==> src/rtl/servio_loader.sv <==
`default_nettype none
// ============================================================================
// Module   : servio_loader
// Brief    : Parses framed program images from the host byte link into the
//            program ROM. Holds the cores stopped until a frame checks good.
// Revision : 1.0 - initial release
// ============================================================================
module servio_loader #(
    parameter int DATA_DEPTH = 1024
) (
    input  logic                          clk,
    input  logic                          reset,
    input  logic [7:0]                    asi_in_data,
    input  logic                          asi_in_valid,
    output logic                          asi_in_ready,
    output logic [$clog2(DATA_DEPTH)-1:0] avm_m0_address,
    output logic                          avm_m0_write,
    output logic [7:0]                    avm_m0_writedata,
    output logic                          o_stop,
    output logic                          o_done,
    output logic                          o_error
);

    localparam int              AW          = $clog2(DATA_DEPTH);
    localparam logic [AW-1:0]   c_last_addr = AW'(DATA_DEPTH - 1);
    localparam logic [7:0]      c_sync      = 8'h55;

    localparam logic [2:0] c_idle   = 3'd0;
    localparam logic [2:0] c_addr_h = 3'd1;
    localparam logic [2:0] c_addr_l = 3'd2;
    localparam logic [2:0] c_len_h  = 3'd3;
    localparam logic [2:0] c_len_l  = 3'd4;
    localparam logic [2:0] c_data   = 3'd5;
    localparam logic [2:0] c_csum   = 3'd6;
    localparam logic [2:0] c_fin    = 3'd7;

    logic [2:0]    r_state;
    logic [2:0]    w_state_next;
    logic          w_xfer;
    logic [7:0]    r_addr_h;
    logic [15:0]   r_len;
    logic [15:0]   r_count;
    logic [15:0]   w_len_full;
    logic [15:0]   w_count_inc;
    logic [AW-1:0] w_start_addr;
    logic [AW-1:0] r_ptr;
    logic [7:0]    r_csum;
    logic [AW-1:0] r_address;
    logic [7:0]    r_wdata;
    logic          r_write;
    logic          r_done;
    logic          r_error;
    logic          r_stop;

    // Ready is combinational so a byte can be taken in the very first cycle after reset.
    assign asi_in_ready = ~reset & (r_state != c_fin);
    assign w_xfer       = asi_in_valid & asi_in_ready;
    assign w_len_full   = {r_len[15:8], asi_in_data};
    assign w_count_inc  = r_count + 16'd1;
    assign w_start_addr = AW'({r_addr_h, asi_in_data});

    assign avm_m0_address   = r_address;
    assign avm_m0_write     = r_write;
    assign avm_m0_writedata = r_wdata;
    assign o_stop           = r_stop;
    assign o_done           = r_done;
    assign o_error          = r_error;

    always_ff @(posedge clk) begin
        if (reset) begin
            r_state <= c_idle;
        end else begin
            r_state <= w_state_next;
        end
    end

    always_comb begin
        w_state_next = r_state;
        case (r_state)
            c_idle:   if (w_xfer && asi_in_data == c_sync) w_state_next = c_addr_h;
            c_addr_h: if (w_xfer) w_state_next = c_addr_l;
            c_addr_l: if (w_xfer) w_state_next = c_len_h;
            c_len_h:  if (w_xfer) w_state_next = c_len_l;
            c_len_l:  if (w_xfer) w_state_next = (w_len_full == 16'd0) ? c_csum : c_data;
            c_data:   if (w_xfer && w_count_inc == r_len) w_state_next = c_csum;
            c_csum:   if (w_xfer) w_state_next = c_fin;
            c_fin:    w_state_next = c_idle;
            default:  w_state_next = c_idle;
        endcase
    end

    always_ff @(posedge clk) begin
        if (reset) begin
            r_addr_h  <= 8'd0;
            r_len     <= 16'd0;
            r_count   <= 16'd0;
            r_ptr     <= '0;
            r_csum    <= 8'd0;
            r_address <= '0;
            r_wdata   <= 8'd0;
            r_write   <= 1'b0;
            r_done    <= 1'b0;
            r_error   <= 1'b0;
            r_stop    <= 1'b1;
        end else begin
            r_write <= 1'b0;
            r_done  <= 1'b0;
            r_error <= 1'b0;
            if (w_xfer) begin
                case (r_state)
                    c_idle: begin
                        if (asi_in_data == c_sync) begin
                            r_stop  <= 1'b1;
                            r_csum  <= 8'd0;
                            r_count <= 16'd0;
                        end
                    end
                    c_addr_h: r_addr_h    <= asi_in_data;
                    c_addr_l: r_ptr       <= w_start_addr;
                    c_len_h:  r_len[15:8] <= asi_in_data;
                    c_len_l:  r_len[7:0]  <= asi_in_data;
                    c_data: begin
                        r_write   <= 1'b1;
                        r_address <= r_ptr;
                        r_wdata   <= asi_in_data;
                        // Explicit wrap keeps non-power-of-two depths inside the ROM.
                        r_ptr     <= (r_ptr == c_last_addr) ? '0 : r_ptr + AW'(1);
                        r_csum    <= r_csum ^ asi_in_data;
                        r_count   <= w_count_inc;
                    end
                    c_csum: begin
                        if (asi_in_data == r_csum) begin
                            r_done <= 1'b1;
                            r_stop <= 1'b0;
                        end else begin
                            r_error <= 1'b1;
                        end
                    end
                    default: ;
                endcase
            end
        end
    end

endmodule
`default_nettype wire

==> config.mk <==
export PLATFORM = sky130hd
export DESIGN_NAME = servio_loader
export DESIGN_NICKNAME = d
export VERILOG_FILES = /design/src/rtl/servio_loader.sv
export SDC_FILE = /design/constraint.sdc
export NUM_CORES = 1
export LEC_CHECK = 0
export BUFFER_PORTS_ARGS = -buffer_cell sky130_fd_sc_hd__buf_4
export CAP_MARGIN = 10
export CORE_ASPECT_RATIO = 0.7
export CORE_MARGIN = 5
export CORE_UTILIZATION = 55
export CTS_BUF_LIST = sky130_fd_sc_hd__clkbuf_2 sky130_fd_sc_hd__clkbuf_4 sky130_fd_sc_hd__clkbuf_8
export DETAILED_ROUTE_END_ITERATION = 10
export PLACE_DENSITY = 0.83
export SLEW_MARGIN = 20
export SYNTH_ARGS = -nofsm -noshare
export SYNTH_HDL_FRONTEND = slang
export SYNTH_SLANG_ARGS = --single-unit
export TNS_END_PERCENT = 30
==> constraint.sdc <==
create_clock -name clk -period 2.3 [get_ports clk]
set_input_delay 0.115 -clock clk [delete_from_list [all_inputs] [get_ports clk]]
set_output_delay 0.115 -clock clk [all_outputs]
set_load 0.005 [all_outputs]
==> results of run 1 <==
==> critical path, delay by kind of cell, from the launching register on <==
kind / cells / cell delay [ns]
simple gates: 4 / 0.70
buf+inv: 1 / 0.17
compound gates: 2 / 0.49
fa+ha+maj: 1 / 0.31
flops: 1 / 0.45
==> logic make-up after synthesis <==
logic type | Yosys count | synth area share (%)
compound gates | 136 | 20.1
fa+ha+maj | 2 | 0.622
simple gates | 200 | 26.0
buf+inv | 44 | 5.28
xor+xnor | 32 | 6.96
flops | 77 | 38.3
mux | 11 | 2.74
==> stage by stage <==
stage	utilization [%]	total power (W)	std cells
6_report	63.1	0.00262	626
5_1_grt	63.1	0.00270	626
3_3_place_gp	59.7	0.00146	610
3_5_place_dp	59.7	0.00146	610
2_1_floorplan	-	0.00142	502
4_1_cts	63.0	0.00263	626
==> cells in the final DEF (no fill, tap or decap), drive strengths merged, types with 4 or more instances in the layout <==
cell type	count
xnor2	21
a21oi	59
xor2	11
inv	10
buf	47
or2	8
nor3	9
nand4	8
nor2	51
or3	6
and3	6
nor3b	4
dfxtp	77
a31oi	4
clkbuf	9
a211oi	4
nor4	7
nand3b	7
nand3	18
mux2i	11
nand2	66
o21ai	39
a22oi	7
o31ai	4
==> cell usage after synthesis, types with 2 or more instances <==
| cell | instances |
|---|---|
| o22ai_1 | 2 |
| nand3b_1 | 7 |
| o21ai_0 | 12 |
| a21oi_1 | 59 |
| and2_1 | 2 |
| o31ai_1 | 4 |
| ha_1 | 2 |
| mux2i_1 | 11 |
| buf_6 | 3 |
| nor3_1 | 7 |
| nor2_1 | 49 |
| and3_1 | 6 |
| a22oi_1 | 6 |
| nand2_1 | 66 |
| nor4_1 | 3 |
| dfxtp_1 | 77 |
| or3_1 | 6 |
| a211oi_1 | 3 |
| clkbuf_1 | 12 |
| nand4_1 | 7 |
| a311oi_1 | 2 |
| a31oi_1 | 4 |
| xnor2_1 | 21 |
| nor2b_1 | 2 |
| nor2_2 | 2 |
| xor2_1 | 11 |
| o211ai_1 | 3 |
| a21o_1 | 3 |
| o21ai_1 | 26 |
| o21a_1 | 2 |
| or2_0 | 8 |
| nor3b_1 | 4 |
| buf_2 | 20 |
| nor4_4 | 2 |
| a32o_1 | 2 |
| inv_1 | 5 |
| inv_2 | 2 |
| buf_1 | 2 |
| nor4_2 | 2 |
| nand3_1 | 17 |
==> routing by layer <==
layer	vias to the layer above	track usage [%]	part of all wire, %
met3	14	7.29	11
met2	177	33.9	43
met1	1759	34.5	45
met5	-	0	0
li1	1795	-	-
met4	0	6.24	1.0
==> registers in the layout (all words and copies together) (netlist names) <==
| signal | cells |
|---|---|
| o_error | 1 |
| avm_m0_write | 1 |
| avm_m0_address | 10 |
| r_len | 16 |
| r_csum | 8 |
| r_state | 3 |
| avm_m0_writedata | 8 |
| r_ptr | 10 |
| o_stop | 1 |
| r_addr_h | 2 |
| r_count | 16 |
| o_done | 1 |
==> what timing repair did <==
| item | in CTS | in global routing |
|---|---|---|
| gates resized for setup | 1 | 1 |
| setup endpoints to repair | 1 | 3 |
| pin swaps | 0 | 0 |
| setup buffers | 0 | 0 |
| endpoints found under the hold margin | 0 | 0 |
==> layout make-up <==
class / instances / area [sq um] / share of cell area [%]
clock buffer: 9 / 124 / 2.72
tap: 98 / 123 / 2.69
clock inverter: 7 / 106 / 2.33
sequential: 77 / 1540 / 33.8
timing repair buffer: 47 / 353 / 7.74
inverter: 7 / 26.3 / 0.576
multi-input combinational: 381 / 2280 / 50.1
==> how the worst max path moves through the flow <==
stage / from / to / slack (ns) / depth (start not counted)
2_1_floorplan: r_count[0] / r_state[1] / 0.41 / 7
3_3_place_gp: r_count[0] / r_state[1] / 0.07 / 8
3_5_place_dp: r_count[0] / r_state[1] / 0.04 / 8
4_1_cts: r_count[0] / r_state[1] / 0.09 / 8
5_1_grt: r_count[0] / r_state[1] / -0.02 / 7
6_report: r_count[0] / r_state[1] / 0.07 / 8
==> power breakdown <==
group          internal (W)  total (W)  switching, W
logic             0.0000308   0.000100     0.0000692
registers           0.00133    0.00133  0.0000000247
clock network      0.000630    0.00119      0.000556
total               0.00199    0.00262      0.000625
==> run_results.csv, run 1 <==
group,metric,value,unit
final_layout,area_growth_syn_to_layout,13.2,%
routing,ant_nets,0,
floorplan,ioPinCount,34,
routing,detail_route.vias_per_cell,5.98,
global_routing,antenna_found_initial,0,
clock_tree,clock_latency,0.36,ns
yosys,yosysSeqAreaShare,38.3,%
worst_setup_path,r2r_slack,0.07,ns
pwr,irDropWorstVdd,0.363,mV
min_path,hold_path.class,"in2reg",
yosys,syn-mean-instance-area,8.02,sq um
routing,dr.pass1.iters,5,
yosys,yosys.cell_types.count,58,
yosys,synth-edff-count,0,
clock_tree,root_buffer,"clkbuf_8",
clock_tree,cts_tree,"yes",
floorplan,start_util,55.7,%
global_routing,grt_pass1_wl,17.1,mm
yosys,synthArstFlopShare,0,%
routing,wl_per_cell,17.1,um
timing,finalSetupTns,0,ns
timing,rsz0062_at_grt,"true",
routing,vias,3745,
clock_tree,clock_path_buffers,2,
yosys,synthFlopType,"dfxtp_1",
yosys,syn_area,4030,sq um
final_layout,fin_nets,536,
floorplan,dieWidth,112,um
yosys,synth_nets,515,
timing,finalClockSkew,0.0117,ns
floorplan,die_h,81.6,um
pwr,p_leak,1.65,nW
timing,holdWs,0.0678,ns
yosys,yosys_warnings,0,
timing,drv_slew,0,
floorplan,rows,26,
yosys,synth-seq-cells,77,
placed_design,dp_worst_setup_slack,0.0389,ns
worst_setup_path,crit_slowest_cell,"dfxtp_1",
routing,wirelength,10.7,mm
worst_setup_path,cp-end-kind,"flop",
floorplan,die_area,9160,sq um
timing,setup_viol,0,
timing,post-route-period-util,96.8,%
global_routing,grt_max_degree,72,
final_layout,antenna_cells,0,
placed_design,postPlaceCellArea,4310,sq um
run,maxCapViolCount,0,
timing,hold_violations,0,
global_routing,first_global_vias,3447,
global_routing,overflow,0,
placed_design,port_buffers,33,
pwr,pwr_density_cell,574,nW/um^2
worst_setup_path,worstSetupPathType,"reg2reg",
min_path,min_from,"reset",
yosys,synth_top_area_cell,"dfxtp_1",
placed_design,dpl.hpwl,7.57,mm
clock_tree,hold_buffers,0,
timing,finalWorstSetupSlack,0.0737,ns
final_layout,fill_cells,637,
timing,max_freq,449,MHz
timing,worstMarginPinSlew,0.755,ns
worst_setup_path,path_cells,"ha_1 -> nand3_1 -> nor3_2 -> buf_4 -> nor3_1 -> a31oi_1 -> nor4_2 -> a31o_1",
worst_setup_path,worstReg2RegEnd,"r_state[1]",
min_path,whs_endpoint,"o_stop",
floorplan,core_area,7220,sq um
clock_tree,numCtsBuffers,9,
worst_setup_path,required,2.55,ns
final_layout,drive_gt1_share,16.3,%
worst_setup_path,critPathLaunchType,"flop",
yosys,synthTopCellsByArea,"dfxtp_1 38%, a21oi_1 7.3%, nand2_1 6.2%",
routing,drc,0,
worst_setup_path,cpPeakStageDelay,0.45,ns
clock_tree,cts.sinks,77,
placed_design,gp_congestion,0.990,
run_status,status,"finished, final reports clean",
min_path,whs_path_depth,3,
clock_tree,cts.reportedPaths.clkPinSlew,0.09,ns
worst_setup_path,reg2reg_from,"r_count[0]",
routing,first_iter_violations,404,
clock_tree,htreeDepth,3,
worst_setup_path,crit_arrival,2.47,ns
global_routing,gr-usage-all-layers,23.7,%
worst_setup_path,critical_path.max_fanout,7,
yosys,netlist.area_leader.share,38.3,%
timing,period_needed,2.23,ns
yosys,synthCells,502,
final_layout,fin_area,4560,sq um
worst_setup_path,reg2reg_depth,8,
timing,relSlewSlack,49.7,%
No activity file was read; power rests on OpenSTA's default activity.
==> run 2: changes to the inputs <==
Settings changed: CELL_PAD_IN_SITES_DETAIL_PLACEMENT set to 1, CELL_PAD_IN_SITES_GLOBAL_PLACEMENT set to 2, CORE_UTILIZATION 55 to 37, PLACE_DENSITY 0.83 to 0.82.
==> run_results.csv, run 2 (synthesis results as in run 1) <==
group,metric,value,unit
placed_design,dpl.hpwl,8.77,mm
final_layout,reg_top3,"r_count x16, r_len x16",
placed_design,dp_cells,647,
min_path,hold_path.class,"in2reg",
global_routing,grt_pass1_wl,19.9,mm
timing,holdWs,0.0618,ns
clock_tree,htreeDepth,3,
worst_setup_path,reg2reg_from,"r_count[3]",
timing,setup_viol,0,
routing,first_iter_violations,206,
timing,period_needed,2.12,ns
worst_setup_path,reg2reg_depth,6,
floorplan,ioPinCount,34,
final_layout,drive_gt1_share,16.8,%
worst_setup_path,critPathLaunchType,"flop",
routing,ant_nets,0,
global_routing,first_global_vias,3657,
min_path,min_from,"asi_in_data[7]",
worst_setup_path,r2r_slack,0.18,ns
clock_tree,cts.sinks,77,
timing,finalClockSkew,0.00708,ns
floorplan,die_h,97.3,um
global_routing,gr-usage-all-layers,19.1,%
worst_setup_path,required,2.54,ns
placed_design,port_buffers,33,
worst_setup_path,cp-end-kind,"flop",
run,maxCapViolCount,0,
timing,worstMarginPinSlew,0.835,ns
routing,wirelength,12.3,mm
clock_tree,root_buffer,"clkbuf_8",
worst_setup_path,critical_path.max_fanout,8,
timing,rsz0062_at_grt,"false",
min_path,whs_endpoint,"r_ptr[7]",
global_routing,overflow,0,
pwr,p_comb_share,4.1,%
global_routing,grt_max_degree,72,
pwr,p_seq_share,51.3,%
routing,vias,3680,
clock_tree,clock_path_buffers,2,
floorplan,start_util,38.4,%
floorplan,die_area,13100,sq um
clock_tree,hold_buffers,0,
global_routing,antenna_found_initial,0,
clock_tree,cts_tree,"yes",
pwr,irDropWorstVdd,0.284,mV
pwr,p_clk_share,44.7,%
final_layout,final_cell_mix,"75 x dfxtp_1, 66 x nand2_1, 59 x a21oi_1, 49 x nor2_1, 49 x buf_4",
floorplan,rows,31,
timing,hold_violations,0,
floorplan,core_area,10500,sq um
routing,wl_per_cell,18.5,um
final_layout,stdcell_count,662,
timing,relSlewSlack,44.3,%
timing,drv_slew,0,
pwr,pwr_density_cell,562,nW/um^2
routing,drc,0,
pwr,intPower,0.00201,W
timing,finalSetupTns,0,ns
pwr,p_switching,0.000588,W
timing,post-route-period-util,92.2,%
final_layout,antenna_cells,0,
floorplan,dieWidth,135,um
clock_tree,cts.reportedPaths.clkPinSlew,0.08,ns
final_layout,fill_cells,1285,
routing,dr.pass1.iters,5,
timing,max_freq,472,MHz
final_layout,area_growth_syn_to_layout,14.9,%
clock_tree,numCtsBuffers,9,
clock_tree,clock_latency,0.36,ns
worst_setup_path,worstReg2RegEnd,"r_state[0]",
final_layout,fin_nets,539,
placed_design,gp_congestion,0.843,
min_path,whs_path_depth,3,
pwr,p_leak,1.68,nW
routing,detail_route.vias_per_cell,5.56,
pwr,sw_frac_of_total,22.6,%
worst_setup_path,crit_arrival,2.36,ns
final_layout,fin_util,44.1,%
worst_setup_path,worstSetupPathType,"reg2reg",
final_layout,final_common_cell,"dfxtp_1",
run_status,status,"finished, final reports clean",
-- run 2: changes by cell type in the layout (fill, tap and decap cells not counted), moves of 2 or more --
cell,before,now
dfxtp_1,77,75
buf_4,47,49
dfxtp_2,0,2
inv_8,2,0
-- run 2: layout make-up --
class                           instances  area (sq um)  share of cell area, %
Tap cell                              132           165                   3.57
Inverter                                7          26.3                  0.568
Sequential cell                        77          1540                   33.4
Clock buffer                           11           145                   3.14
Timing Repair Buffer                   50           388                   8.39
Multi-Input combinational cell        381          2280                   49.4
Clock inverter                          4          72.6                   1.57
-- run 2: worst max path at each step --
stage / depth (start not counted) / slack (ns) / from / end
5_1_grt: 7 / 0.01 / r_ptr[0] / r_ptr[3]
6_report: 6 / 0.18 / r_count[3] / r_state[0]
3_3_place_gp: 8 / 0.19 / r_count[0] / r_state[1]
3_5_place_dp: 7 / 0.1 / r_count[0] / r_state[1]
4_1_cts: 7 / 0.07 / r_count[0] / r_state[1]
2_1_floorplan: 7 / 0.41 / r_count[0] / r_state[1]
-- run 2: critical path, cell delays in order (launching register included) --
cell and delay (ns):
dfxtp_1 0.49, nand4_1 0.34, or3_1 0.55, a211oi_2 0.21, nand4b_1 0.14, nor3_1 0.19
a21oi_1 0.09
-- run 2: power by group through the flow --
stage / sequential [W] / clock, W / combinational (W)
global placement: 0.00136 / 0 / 0.000104
finish: 0.00133 / 0.00116 / 0.000106
floorplan: 0.00136 / 0 / 0.0000599
global route: 0.00133 / 0.00124 / 0.000113
detailed placement: 0.00136 / 0 / 0.000107
CTS: 0.00133 / 0.00119 / 0.000107
-- run 2: per-layer routing --
layer | part of all wire (%) | global-route usage [%] | wire length, um | vias to the layer above
met3 | 5.8 | 4.66 | 711 | 7
met5 | 0 | 0 | 0 | -
li1 | - | - | - | 1802
met2 | 41 | 27.0 | 4990 | 76
met4 | 0.87 | 4.46 | 107 | 0
met1 | 53 | 28.7 | 6450 | 1795
-- run 2: what timing repair did --
item,CTS,global route
setup buffers,0,0
resized for setup,0,4
hold endpoints to repair,0,0
setup endpoints to repair,0,2
-- run 2: stage by stage --
stage / power, W / instance area [sq um] / worst slack [ns]
after global routing: 0.00269 / 4620 / 0.0113
after floorplan: 0.00142 / 4030 / 0.413
after global placement: 0.00147 / 4390 / 0.191
after CTS: 0.00263 / 4610 / 0.0728
after detailed placement: 0.00147 / 4390 / 0.0999
final: 0.00260 / 4620 / 0.180
